`src/rtl/dmem_bus_pkg.sv`:
```
// ============================================================================
// dmem_bus_pkg : shared types and constants for the data-memory bus arbiter
// Rev 1.0
// ============================================================================
`default_nettype none

package dmem_bus_pkg;

  typedef enum logic [1:0] {
    IDLE = 2'd0,
    REQ  = 2'd1,
    RESP = 2'd2
  } state_e;

  localparam logic [1:0]  MASK_B    = 2'd0;
  localparam logic [1:0]  MASK_H    = 2'd1;
  localparam logic [1:0]  MASK_W    = 2'd2;

  // Read data returned with a timeout error response
  localparam logic [31:0] ERR_RDATA = 32'h0;

endpackage

`default_nettype wire

```
`src/rtl/rr_arb2.sv`:
```
// ============================================================================
// rr_arb2 : combinational two-way round-robin picker
// Rev 1.0
// ============================================================================
`default_nettype none

module rr_arb2 (
  input  logic [1:0] req_i,
  input  logic       rr_ptr_i,
  output logic       gnt_o,
  output logic       id_o
);

  assign gnt_o = |req_i;
  // On contention, the master that was not granted last wins
  assign id_o  = (&req_i) ? ~rr_ptr_i : req_i[1];

endmodule

`default_nettype wire

```
`src/rtl/dmem_arbiter.sv`:
```
// ============================================================================
// dmem_arbiter : two-master, one-target data-memory arbiter with timeout
// Rev 1.0
// ============================================================================
`default_nettype none

module dmem_arbiter
  import dmem_bus_pkg::*;
#(
  parameter int AW      = 32,
  parameter int DW      = 32,
  parameter int TIMEOUT = 255
) (
  input  logic          clk,
  input  logic          rst_n,
  input  logic          m0_valid_i,
  input  logic [AW-1:0] m0_addr_i,
  input  logic [DW-1:0] m0_wdata_i,
  input  logic          m0_wen_i,
  input  logic [1:0]    m0_mask_i,
  output logic          m0_good_o,
  output logic [DW-1:0] m0_rdata_o,
  output logic          m0_err_o,
  input  logic          m1_valid_i,
  input  logic [AW-1:0] m1_addr_i,
  input  logic [DW-1:0] m1_wdata_i,
  input  logic          m1_wen_i,
  input  logic [1:0]    m1_mask_i,
  output logic          m1_good_o,
  output logic [DW-1:0] m1_rdata_o,
  output logic          m1_err_o,
  output logic          tgt_valid_o,
  output logic [AW-1:0] tgt_addr_o,
  output logic [DW-1:0] tgt_wdata_o,
  output logic          tgt_wen_o,
  output logic [1:0]    tgt_mask_o,
  input  logic          tgt_ready_i,
  input  logic [DW-1:0] tgt_rdata_i,
  output logic          busy_o,
  output logic          grant_id_o
);

  localparam int CW = (TIMEOUT > 1) ? $clog2(TIMEOUT) : 1;

  state_e        state_q, state_d;
  logic          rr_ptr_q, rr_ptr_d;
  logic          grant_q, grant_d;
  logic [AW-1:0] addr_q, addr_d;
  logic [DW-1:0] wdata_q, wdata_d;
  logic          wen_q, wen_d;
  logic [1:0]    mask_q, mask_d;
  logic [DW-1:0] rdata_q, rdata_d;
  logic          err_q, err_d;
  logic [CW-1:0] cnt_q, cnt_d;

  logic          arb_gnt;
  logic          arb_id;

  rr_arb2 u_rr_arb2 (
    .req_i    ({m1_valid_i, m0_valid_i}),
    .rr_ptr_i (rr_ptr_q),
    .gnt_o    (arb_gnt),
    .id_o     (arb_id)
  );

  always_comb begin
    state_d  = state_q;
    rr_ptr_d = rr_ptr_q;
    grant_d  = grant_q;
    addr_d   = addr_q;
    wdata_d  = wdata_q;
    wen_d    = wen_q;
    mask_d   = mask_q;
    rdata_d  = rdata_q;
    err_d    = err_q;
    cnt_d    = cnt_q;
    case (state_q)
      IDLE: begin
        if (arb_gnt) begin
          grant_d  = arb_id;
          rr_ptr_d = arb_id;
          addr_d   = arb_id ? m1_addr_i  : m0_addr_i;
          wdata_d  = arb_id ? m1_wdata_i : m0_wdata_i;
          wen_d    = arb_id ? m1_wen_i   : m0_wen_i;
          mask_d   = arb_id ? m1_mask_i  : m0_mask_i;
          cnt_d    = '0;
          state_d  = REQ;
        end
      end
      REQ: begin
        // A ready in the final timeout cycle still completes cleanly
        if (tgt_ready_i) begin
          rdata_d = tgt_rdata_i;
          err_d   = 1'b0;
          state_d = RESP;
        end else if (cnt_q == CW'(TIMEOUT - 1)) begin
          rdata_d = DW'(ERR_RDATA);
          err_d   = 1'b1;
          state_d = RESP;
        end else begin
          cnt_d   = cnt_q + CW'(1);
        end
      end
      RESP:    state_d = IDLE;
      default: state_d = IDLE;
    endcase
  end

  always_ff @(posedge clk or negedge rst_n) begin
    if (!rst_n) begin
      state_q  <= IDLE;
      rr_ptr_q <= 1'b0;
      grant_q  <= 1'b0;
      addr_q   <= '0;
      wdata_q  <= '0;
      wen_q    <= 1'b0;
      mask_q   <= '0;
      rdata_q  <= '0;
      err_q    <= 1'b0;
      cnt_q    <= '0;
    end else begin
      state_q  <= state_d;
      rr_ptr_q <= rr_ptr_d;
      grant_q  <= grant_d;
      addr_q   <= addr_d;
      wdata_q  <= wdata_d;
      wen_q    <= wen_d;
      mask_q   <= mask_d;
      rdata_q  <= rdata_d;
      err_q    <= err_d;
      cnt_q    <= cnt_d;
    end
  end

  assign m0_good_o   = (state_q == RESP) && !grant_q;
  assign m1_good_o   = (state_q == RESP) &&  grant_q;
  assign m0_rdata_o  = m0_good_o ? rdata_q : '0;
  assign m1_rdata_o  = m1_good_o ? rdata_q : '0;
  assign m0_err_o    = m0_good_o & err_q;
  assign m1_err_o    = m1_good_o & err_q;

  assign tgt_valid_o = (state_q == REQ);
  assign tgt_addr_o  = addr_q;
  assign tgt_wdata_o = wdata_q;
  assign tgt_wen_o   = wen_q;
  assign tgt_mask_o  = mask_q;
  assign busy_o      = (state_q != IDLE);
  assign grant_id_o  = grant_q;

endmodule

`default_nettype wire

```
`config.mk`:
```
export PLATFORM = sky130hd
export DESIGN_NAME = dmem_arbiter
export DESIGN_NICKNAME = d
export VERILOG_FILES = /design/src/rtl/dmem_bus_pkg.sv /design/src/rtl/rr_arb2.sv /design/src/rtl/dmem_arbiter.sv
export SDC_FILE = /design/constraint.sdc
export NUM_CORES = 1
export LEC_CHECK = 0
export ABC_AREA = 1
export ABC_CLOCK_PERIOD_IN_PS = 2420
export BUFFER_PORTS_ARGS = -buffer_cell sky130_fd_sc_hd__buf_2
export CAP_MARGIN = 40
export CORE_AREA = 5 5 116 118
export DETAILED_ROUTE_END_ITERATION = 12
export DIE_AREA = 0 0 121 123
export PLACE_DENSITY = 0.79
export SYNTH_ARGS = -nofsm -noshare
export SYNTH_HDL_FRONTEND = slang
export SYNTH_SLANG_ARGS = --single-unit
```
`constraint.sdc`:
```
create_clock -name clk -period 2.42 [get_ports clk]
set_input_delay 0.363 -clock clk [delete_from_list [all_inputs] [get_ports clk]]
set_output_delay 0.363 -clock clk [all_outputs]
set_load 0.01 [all_outputs]
```
==> impl_results.md, run 1 <==
- Setup ws final: roughly 0.5 ns
- Setup TNS: 0 ns
- Worst path bufs/invs: 3
- CP max FO: 33
- Multi-input combinational cell area: 2068 µm²
- Final RePlAce weighted congestion: 0.8098
- Comb pwr share: between 40% and 50%
- Met1 GRT Util: 25.10%
- #FFs+latches synth: 111
- Ys async rst share: 100.0%
- Detailed Place HPWL: roughly 13 mm
- Post-synth top area cell: dfrtp_1
- First DRT Iteration DRCs: 260
- Top-area cell type share of the netlist area: between 50% and 60%
- Maximum clock insertion buffer count: 2
- Synthesized net count: 842
- Syn. warnings: 0
- Reg-to-reg setup timing slack: between 0.6 and 0.7 ns
- FF-to-FF path depth: 9
- Area contributors post-synth: dfrtp_1 53%, o21ai_0 12%, nor2_1 10%
- Cell-internal power: 4.643 mW
- Clock Pin Slew Worst Setup and Hold Paths: 0.07 ns
- Pins Over Slew Limit: 0
- Finished Layout Cells: 1,136
- FP Rows: 41
- Setup violators final: 0
- Iteration count of the initial detailed-routing pass: 4
- Met3 usage: ~7.3%
- Critical Path AT: approximately 1.6 ns
- Vias/cell: 4.755
- Die height: 123 µm
- Max-cap violation count: 0
- GRT Overall Usage: 21.52%
- HP Class: primary input to async pin
- I/O Pins: 309
- Fin crit share: 79.38%
- P per Cell Area: 1103 nW/µm²
- Max VDD drop: 549.0 µV
- Slew margin rel.: 51.47%
- Clk_skew: 0.009349 ns
- Cts bufs inserted: 9
- R2r startpoint: cnt_q[0]
- Post-synthesis sequential area ratio: ~53%
- WL final: between 15 and 20 mm
- RSZ-0062 raised after global routing: no
- Layout cells sized above 1: between 30% and 40%
- Layout area overhead: 36.65%
- Seq. cell area: 2778 µm²
- Initial Utilization: 42.58%
- Number of global-route vias before repair: between 5k and 6k
- Buffers on Ports: approximately 310
- Global route overflow: 0
- Layout Utilization: 58.18%
- Most used DFF post-synth: dfrtp_1
- Mapped Area: 5264 µm²
- Vias: 5,402
- NumNets Final: 1,133
- Actual slew at the worst max-slew pin: a little over 0.7 ns
- H-tree depth: 3
- Flop pwr share: 38.6%
- Distinct cells, synth: 24
- WP data required: 2.06 ns
- Clock Tree Root: clkbuf_16
- Outcome: finished clean
- Core ar.: 12,360 µm²
- Pre-CTS WS: 0.6071 ns
- Clock latency on the worst-skew pair: 0.34 ns
- Grt peak-use layer: met2
- Worst Setup Start Kind: flip-flop
- Overall die width: between 100 and 150 µm
- Hold-fix buffers at CTS: 0
- Clock network power share: 16.7%
- Critical path's top delay family: buffers and inverters
- # DRC: 0
- CTS tree: yes
- Max Clock Freq: 520.5 MHz
- Crit end category: output pin
- Mapped Cells: 669
- Fin. Hold Viols: 0
- Switching Fraction: roughly two fifths
- Post-layout min period: 1.921 ns
- Post-cts resize count: 0
- First-pass GRT wire length: 25.48 mm
- WL/cell: between 10 and 15 µm
- Die Area: 14,880 µm²
- Placed Cells incl. Taps: 1,121
- Worst Setup Path Type: flip-flop to output pin
- Met2 usage: 37.06%
- Static Leak: 3.857 nW
- Post-CTS setup buffers: 0
- Avg Synthesized Cell Area: 7.868 µm²
- Worst R2R End: rdata_q[27]
- Number of synthesized flops with an enable pin: 0
- Antenna viol nets, final: 0
- CP max stage delay: slightly above 0.4 ns
- Initial antenna violation count: 3
- Switching power: 3.293 mW
- Fillers: 1,199
- Pin count of the biggest net entering global routing: 68
- Sink Count: 111
- CP max stage cell: dfrtp_1
- Sequence of cells on the critical path: nor3_1, inv_1, buf_4, nor2_1, buf_2
-- power groups by stage --
stage	sequential [mW]	clock, mW	combinational [mW]
finish	3.06	1.32	3.55
global route	3.16	1.42	3.99
CTS	3.07	1.36	3.62
detailed placement	3.08	0	3.62
global placement	3.05	0	3.50
floorplan	3.34	0	1.93
-- worst max path at each step --
stage / from / endpoint / slack (ns) / depth (start not counted)
3_5_place_dp: cnt_q[0] / rdata_q[27] / 0.61 / 9
5_1_grt: grant_id_o / m1_rdata_o[18] / 0.26 / 6
4_1_cts: state_q[0] / m1_rdata_o[18] / 0.48 / 5
6_report: state_q[0] / m1_rdata_o[27] / 0.50 / 5
3_3_place_gp: state_q[1] / m0_rdata_o[17] / 0.65 / 5
2_1_floorplan: grant_id_o / m0_rdata_o[10] / 0.71 / 4
-- placed cells by master (no fill, tap or decap) --
cell type   instances
buf_16              1
nor2_4              1
nor2_2              1
nand3_1            16
inv_1              44
nand2_2             3
nor3_1              3
buf_2             307
clkinv_2            2
buf_4              10
o21ai_1            40
clkinvlp_4          2
o21bai_1            1
ha_1                2
or2_4               1
o21ai_0           129
or2_2               1
dfrtp_1           111
clkbuf_16           9
buf_12              3
nand2_4             2
nand2_1           123
a21o_1              1
a21oi_1             3
nor2_1            143
inv_2               3
clkbuf_1            1
diode_2             1
-- registers in the layout (all words and copies together), names as in the netlist --
register     flops
grant_id_o       1
tgt_wen_o        1
cnt_q            8
tgt_mask_o       2
tgt_addr_o      32
state_q          2
tgt_wdata_o     32
err_q            1
rdata_q         32
-- kinds of logic (layout without fill, tap and decap cells) --
group           count (synthesis)  after routing  share of synthesized area [%]
fa+ha+maj                       2              2                         0.4753
simple gates                  294            294                          22.13
other cells                     0              1                              0
buf+inv                        88            382                          7.987
flops                         111            111                          52.77
compound gates                174            174                          16.64
-- routing by layer --
layer  vias to the layer above  wire [µm]
met5                         -         25
met4                         4        339
met3                        25       1602
met2                       224       8204
met1                      2435       6504
li1                       2714          -
-- cells in the mapped netlist (2+ instances only) --
cell type and n:
a21oi_1 3, buf_2 7, buf_6 10, clkbuf_1 21
clkbuf_2 2, dfrtp_1 111, ha_1 2, inv_1 44
inv_2 3, nand2_1 124, nand2_2 2, nand2_4 2
nand3_1 16, nor2_1 143, nor3_1 3, o21ai_0 129
o21ai_1 40
-- stage by stage --
stage | power [mW] | area (µm²) | hold WS [ns]
finish | 7.936 | 7193 | 0.03165
global route | 8.577 | 7193 | 0.07776
CTS | 8.051 | 7191 | 0.05303
detailed placement | 6.705 | 6937 | 0.4334
global placement | 6.552 | 6909 | 0.4142
floorplan | 5.268 | 5264 | 0.06741
-- area by class of cell --
type                    instances  area share [%]
repair buffers                321           23.62
well taps                     172           2.992
clock inverters                 4          0.3479
multi-input cells             470           28.75
clock buffers                  10           3.183
inverters                      47           2.453
flip-flops and latches        111           38.62
diodes                          1         0.03479
No activity file was read; power rests on OpenSTA's default activity.
==> run 2: changes to the inputs <==
ABC_CLOCK_PERIOD_IN_PS = 1750   (was 2420)
CORE_AREA = default   (was 5 5 116 118)
CORE_MARGIN = 5   (was default)
CORE_UTILIZATION = 40   (was default)
DIE_AREA = default   (was 0 0 121 123)
PLACE_DENSITY = 0.77   (was 0.79)
clock period = 1.75 ns   (was 2.42 ns; I/O delays follow)
==> run 2 against run 1 <==
  * The run now ends with setup timing left
  * Register-to-register slack got worse by 0.48 ns
  * Total power increased by 47%
  * Global-route usage decreased by 1.0 points
  * Design area increased by 4.2%
  * Critical path type unchanged
==> impl_results.md, run 2 (same netlist as run 1, synthesis figures left out) <==
- Layout cells sized above 1: 39.47%
- Iteration count of the initial detailed-routing pass: 4
- Diode count: 0
- CTS tree: yes
- Vias/cell: 4.784
- Die height: 124.7 µm
- Most common cell after layout, fill and taps aside: buf_2
- Most frequent cells in the layout: 307 x buf_2, 129 x o21ai_0, 123 x nand2_1
- Core ar.: about 13,000 µm²
- Buffers on Ports: about 310
- Max Clock Freq: 568.9 MHz
- Outcome: complete, but fails checks
- Antenna viol nets, final: 0
- Global route overflow: 0
- Crit end category: output pin
- Critical Path AT: 1.50 ns
- Initial Utilization: a little over 40%
- CP max stage delay: 0.41 ns
- Startpoint of the worst hold path: tgt_rdata_i[23]
- RSZ-0062 raised after global routing: yes
- CP max FO: 16
- Critical path's top delay family: buffers and inverters
- Max-cap violation count: 0
- Final RePlAce weighted congestion: just over 0.9
- Multi-input combinational cell area: between 2000 and 2500 µm²
- Sink Count: roughly 110
- WL/cell: around 15 µm
- Clk_skew: 0.009472 ns
- First-pass GRT wire length: 26.29 mm
- HP Class: primary input to flip-flop
- Static Leak: 3.984 nW
- Actual slew at the worst max-slew pin: 0.3761 ns
- # DRC: 0
- Fillers: between 1k and 1.5k
- Fin. Hold Viols: 0
- Max VDD drop: 741.6 µV
- Failing checks: setup timing
- Clock Pin Slew Worst Setup and Hold Paths: 0.07 ns
- Met3 usage: ~5.4%
- Number of global-route vias before repair: 5,332
- Setup TNS: -0.05662 ns
- Grt peak-use layer: met2
- Setup violators final: 14
- Layout Utilization: approximately 57%
- Worst hold slack: 0.1289 ns
- Seq. cell area: approximately 2800 µm²
- Finished Layout Cells: around 1.2k
- Clock latency on the worst-skew pair: 0.34 ns
- Beginning of the critical path: state_q[0]
- Fin crit share: 100.4%
- NumNets Final: 1,146
- Overall die width: between 100 and 150 µm
- Placed Cells incl. Taps: around 1.1k
- Vias: 5,521
- Worst path bufs/invs: 3
- P per Cell Area: 1555 nW/µm²
- Slew margin rel.: 74.93%
- Pre-CTS WS: 0.1422 ns
- R2r startpoint: state_q[0]
- FP Rows: 42
- Initial antenna violation count: 0
- Worst Setup Start Kind: flip-flop
- Sequence of cells on the critical path: nor3_2, inv_2, clkbuf_16, nor2_1, buf_2
- Pins Over Slew Limit: 0
- I/O Pins: 309
- Maximum clock insertion buffer count: 2
- H-tree depth: 3
- WL final: around 17 mm
- Worst Setup Path Type: flip-flop to output pin
- Die Area: approximately 16,000 µm²
- Met2 usage: 36.07%
- Pin count of the biggest net entering global routing: between 60 and 70
- WP data required: roughly 1.5 ns
- First DRT Iteration DRCs: 234
- Met1 GRT Util: 24.03%
- Post-layout min period: ~1.8 ns
- Reg-to-reg setup timing slack: 0.14 ns
- Clock Tree Root: clkbuf_16
- Detailed Place HPWL: 12.50 mm
- Layout area overhead: 42.41%
- CP max stage cell: dfrtp_1
- GRT Overall Usage: between 20% and 30%
- Setup ws final: -0.007648 ns
- Cts bufs inserted: 9
## run 2: cell types whose count changed in the layout (fill, tap and decap cells not counted), moves of 2 or more
cell,before,now
buf_12,3,7
clkinv_4,0,2
bufinv_16,0,2
buf_6,0,4
buf_4,10,13
inv_1,44,42
nor2_1,143,122
clkinvlp_4,2,0
inv_2,3,5
nor3_1,3,1
nor3_2,0,2
nor2_2,1,22
## run 2: path summary, 6_finish.rpt
check	to	cells after the start
max in group asynchronous	tgt_addr_o[6]	3
min	rdata_q[23]	3
min in group asynchronous	tgt_wdata_o[12]	3
max	m1_rdata_o[27]	5
min reg2reg	tgt_addr_o[7]	2
max reg2reg	tgt_addr_o[10]	7
## run 2: worst min-delay path, cell delays in order
cell     delay [ns]
buf_2          0.08
nand2_1        0.04
o21ai_0        0.05
## run 2: power by group
group          internal (mW)  switching (mW)  total (mW)
clock network           1.26           0.923        2.18
registers               3.71           0.523        4.23
logic                   1.98            3.27        5.24
total                   6.95            4.71        11.7
## run 2: cell type report
class                   instances  area share (%)
clock inverters                 7           1.285
clock buffers                   9           3.005
multi-input cells             470           28.43
inverters                      47           2.354
well taps                     176           2.938
flip-flops and latches        111           37.06
repair buffers                334           24.94
## run 2: layer usage
| metal | routed length (µm) | part of all wire, % |
|---|---|---|
| met2 | 8415 | 50 |
| met5 | 0 | 0 |
| met4 | 497 | 2.9 |
| met3 | 1488 | 8.8 |
| met1 | 6486 | 38 |
## run 2: metrics by stage
| step | instance area (µm²) | power (mW) |
|---|---|---|
| after CTS | 7401 | 11.67 |
| final | 7496 | 11.66 |
| after global routing | 7496 | 12.55 |
| after floorplan | 5264 | 7.286 |
| after global placement | 7002 | 9.187 |
| after detailed placement | 7002 | 9.348 |
## run 2: timing repair
action | in CTS | in global routing
setup buffers | 6 | 1
hold buffers | 1 | 0
endpoints found under the setup margin | 66 | 112
hold endpoints to repair | 111 | 0
resized for setup | 7 | 24
cloned | 0 | 1
pin swaps | 1 | 1
==> run 3: changes to the inputs <==
BUFFER_PORTS_ARGS = -buffer_cell sky130_fd_sc_hd__buf_4   (was -buffer_cell sky130_fd_sc_hd__buf_2)
==> run 3 against run 2 <==
  * The run still ends with setup timing left
  * Clock-buffer cell count up 2
  * Core utilization up 9.5 points
  * Clock power down 9%
  * Sequential cell count unchanged
  * Setup slack worse by 0.14 ns
  * First-iteration DRC count up 50%
  * Routed wire length up 14%
  * Critical path type unchanged
  * Critical endpoint is now m1_rdata_o[29]
  * Largest cell class is now buffers
==> impl_results.md, run 3 (same netlist as run 1, synthesis figures left out) <==
- Iteration count of the initial detailed-routing pass: 5
- First-pass GRT wire length: 27.99 mm
- Die height: 124.7 µm
- FF-to-FF path depth: 7
- Fin. Hold Viols: 0
- Antenna viol nets, final: 0
- Die Area: 15,550 µm²
- Max VDD drop: 783.9 µV
- Clk_skew: 0.006308 ns
- Clock Tree Root: clkbuf_16
- Setup ws final: -0.1506 ns
- Layout cells sized above 1: around 45%
- Worst R2R End: tgt_wdata_o[17]
- Failing checks: setup timing
- Pre-CTS WS: approximately 0.18 ns
- Reg-to-reg setup timing slack: 0.02 ns
- Worst Setup Path Type: flip-flop to output pin
- NumNets Final: between 1k and 1.5k
- Post-layout min period: 1.901 ns
- Layout Utilization: 66.75%
- GRT Overall Usage: between 20% and 30%
- Core ar.: 13,090 µm²
- Crit end category: output pin
- Number of global-route vias before repair: 5,475
- H-tree depth: 3
- Most frequent cells in the layout: 297 x buf_4, 129 x o21ai_0, 119 x nand2_1
- WL/cell: around 17 µm
- Cts bufs inserted: 9
- Setup violators final: 67
- Global route overflow: 0
- Total chip power: around 13 mW
- Clock Pin Slew Worst Setup and Hold Paths: 0.07 ns
- Max Clock Freq: ~530 MHz
- Fin crit share: 108.6%
- Most common cell after layout, fill and taps aside: buf_4
- Maximum clock insertion buffer count: 2
- Setup TNS: -5.147 ns
- Initial antenna violation count: 0
- WHS Path Cells: 3
- Overall die width: around 120 µm
- Startpoint of the worst hold path: tgt_rdata_i[24]
- CTS tree: yes
- # DRC: 0
- Outcome: complete, but fails checks
- Pins Over Slew Limit: 0
- Initial Utilization: 40.23%
- Sink Count: 111
- Worst Setup Start Kind: flip-flop
- HP Class: primary input to flip-flop
- Static Leak: around 4.2 nW
- WL final: 19.33 mm
- First DRT Iteration DRCs: 351
- P per Cell Area: 1479 nW/µm²
- Placed inst area: 7785 µm²
- Detailed Place HPWL: 13.09 mm
- Pin count of the biggest net entering global routing: 68
- FP Rows: 42
- Final Cell Area: 8735 µm²
- CP max FO: 6
- Hold endpoint: rdata_q[24]
- Clock latency on the worst-skew pair: 0.34 ns
- Actual slew at the worst max-slew pin: approximately 0.63 ns
- Max-cap violation count: 0
- Diode count: 0
- Vias/cell: about 5
- I/O Pins: a little over 300
- R2r startpoint: state_q[0]
- WP data required: roughly 1.5 ns
- Vias: 5,667
- RSZ-0062 raised after global routing: yes
- Buffers on Ports: 308
- Critical Path AT: 1.64 ns
- Layout area overhead: 65.94%
- Final RePlAce weighted congestion: 0.9197
- Slew margin rel.: between 50 and 60%
[run 3: changes by cell type in the layout (fill, tap and decap cells not counted), sizes merged]
cell,change
clkinvlp,+1
clkinv,-2
bufinv,-1
buf,+5
clkbuf,+5
inv,-1
[run 3: critical path, stage by stage (launching register included)]
cell	delay (ns)
dfrtp_1	0.39
buf_6	0.12
nor3_4	0.25
inv_4	0.11
clkbuf_16	0.19
nor2_2	0.10
buf_4	0.13
[run 3: stage by stage]
stage | std cells | hold slack (ns)
floorplan | 669 | -0.03309
global placement | 1131 | 0.2912
detailed placement | 1131 | 0.2935
CTS | 1155 | 0.1130
global route | 1161 | 0.1280
finish | 1161 | 0.1250
[run 3: cell type report]
class                      instances  area (µm²)
sequential                       111        2779
multi-input combinational        470        2397
clock inverter                     4       47.55
clock buffer                      11       232.7
tap                              176       220.2
fill                            1049        4350
timing repair buffer             342        2877
inverter                          47       181.4
[run 3: power breakdown]
part / internal (mW) / switching [mW] / total (mW)
Clock: 1.10 / 0.893 / 1.99
Combinational: 2.89 / 3.76 / 6.64
Sequential: 3.71 / 0.568 / 4.28
[run 3: metal layers]
metal  global-route usage, %  vias up  wire [µm]
li1                        -     2754          -
met1                   25.36     2606       7103
met2                   38.04      263       9795
met3                   7.676       44       1776
met4                   7.544        0        659
met5                       0        -          0
[run 3: how the worst max path moves through the flow]
stage                from             end  slack (ns)
4_1_cts        grant_id_o  m1_rdata_o[14]       -0.02
2_1_floorplan  grant_id_o  m0_rdata_o[10]        0.14
6_report       state_q[0]  m1_rdata_o[29]       -0.15
5_1_grt        state_q[0]  m1_rdata_o[19]       -0.22
3_3_place_gp   state_q[1]     rdata_q[12]        0.20
3_5_place_dp   state_q[0]   m0_rdata_o[7]        0.18
[run 3: what timing repair did]
action / CTS / global route
endpoints found under the setup margin: 66 / 92
pin swaps: 2 / 3
endpoints found under the hold margin: 61 / 0
gates cloned: 0 / 6
setup buffers: 8 / 2
hold buffers: 1 / 0
gates resized for setup: 17 / 126
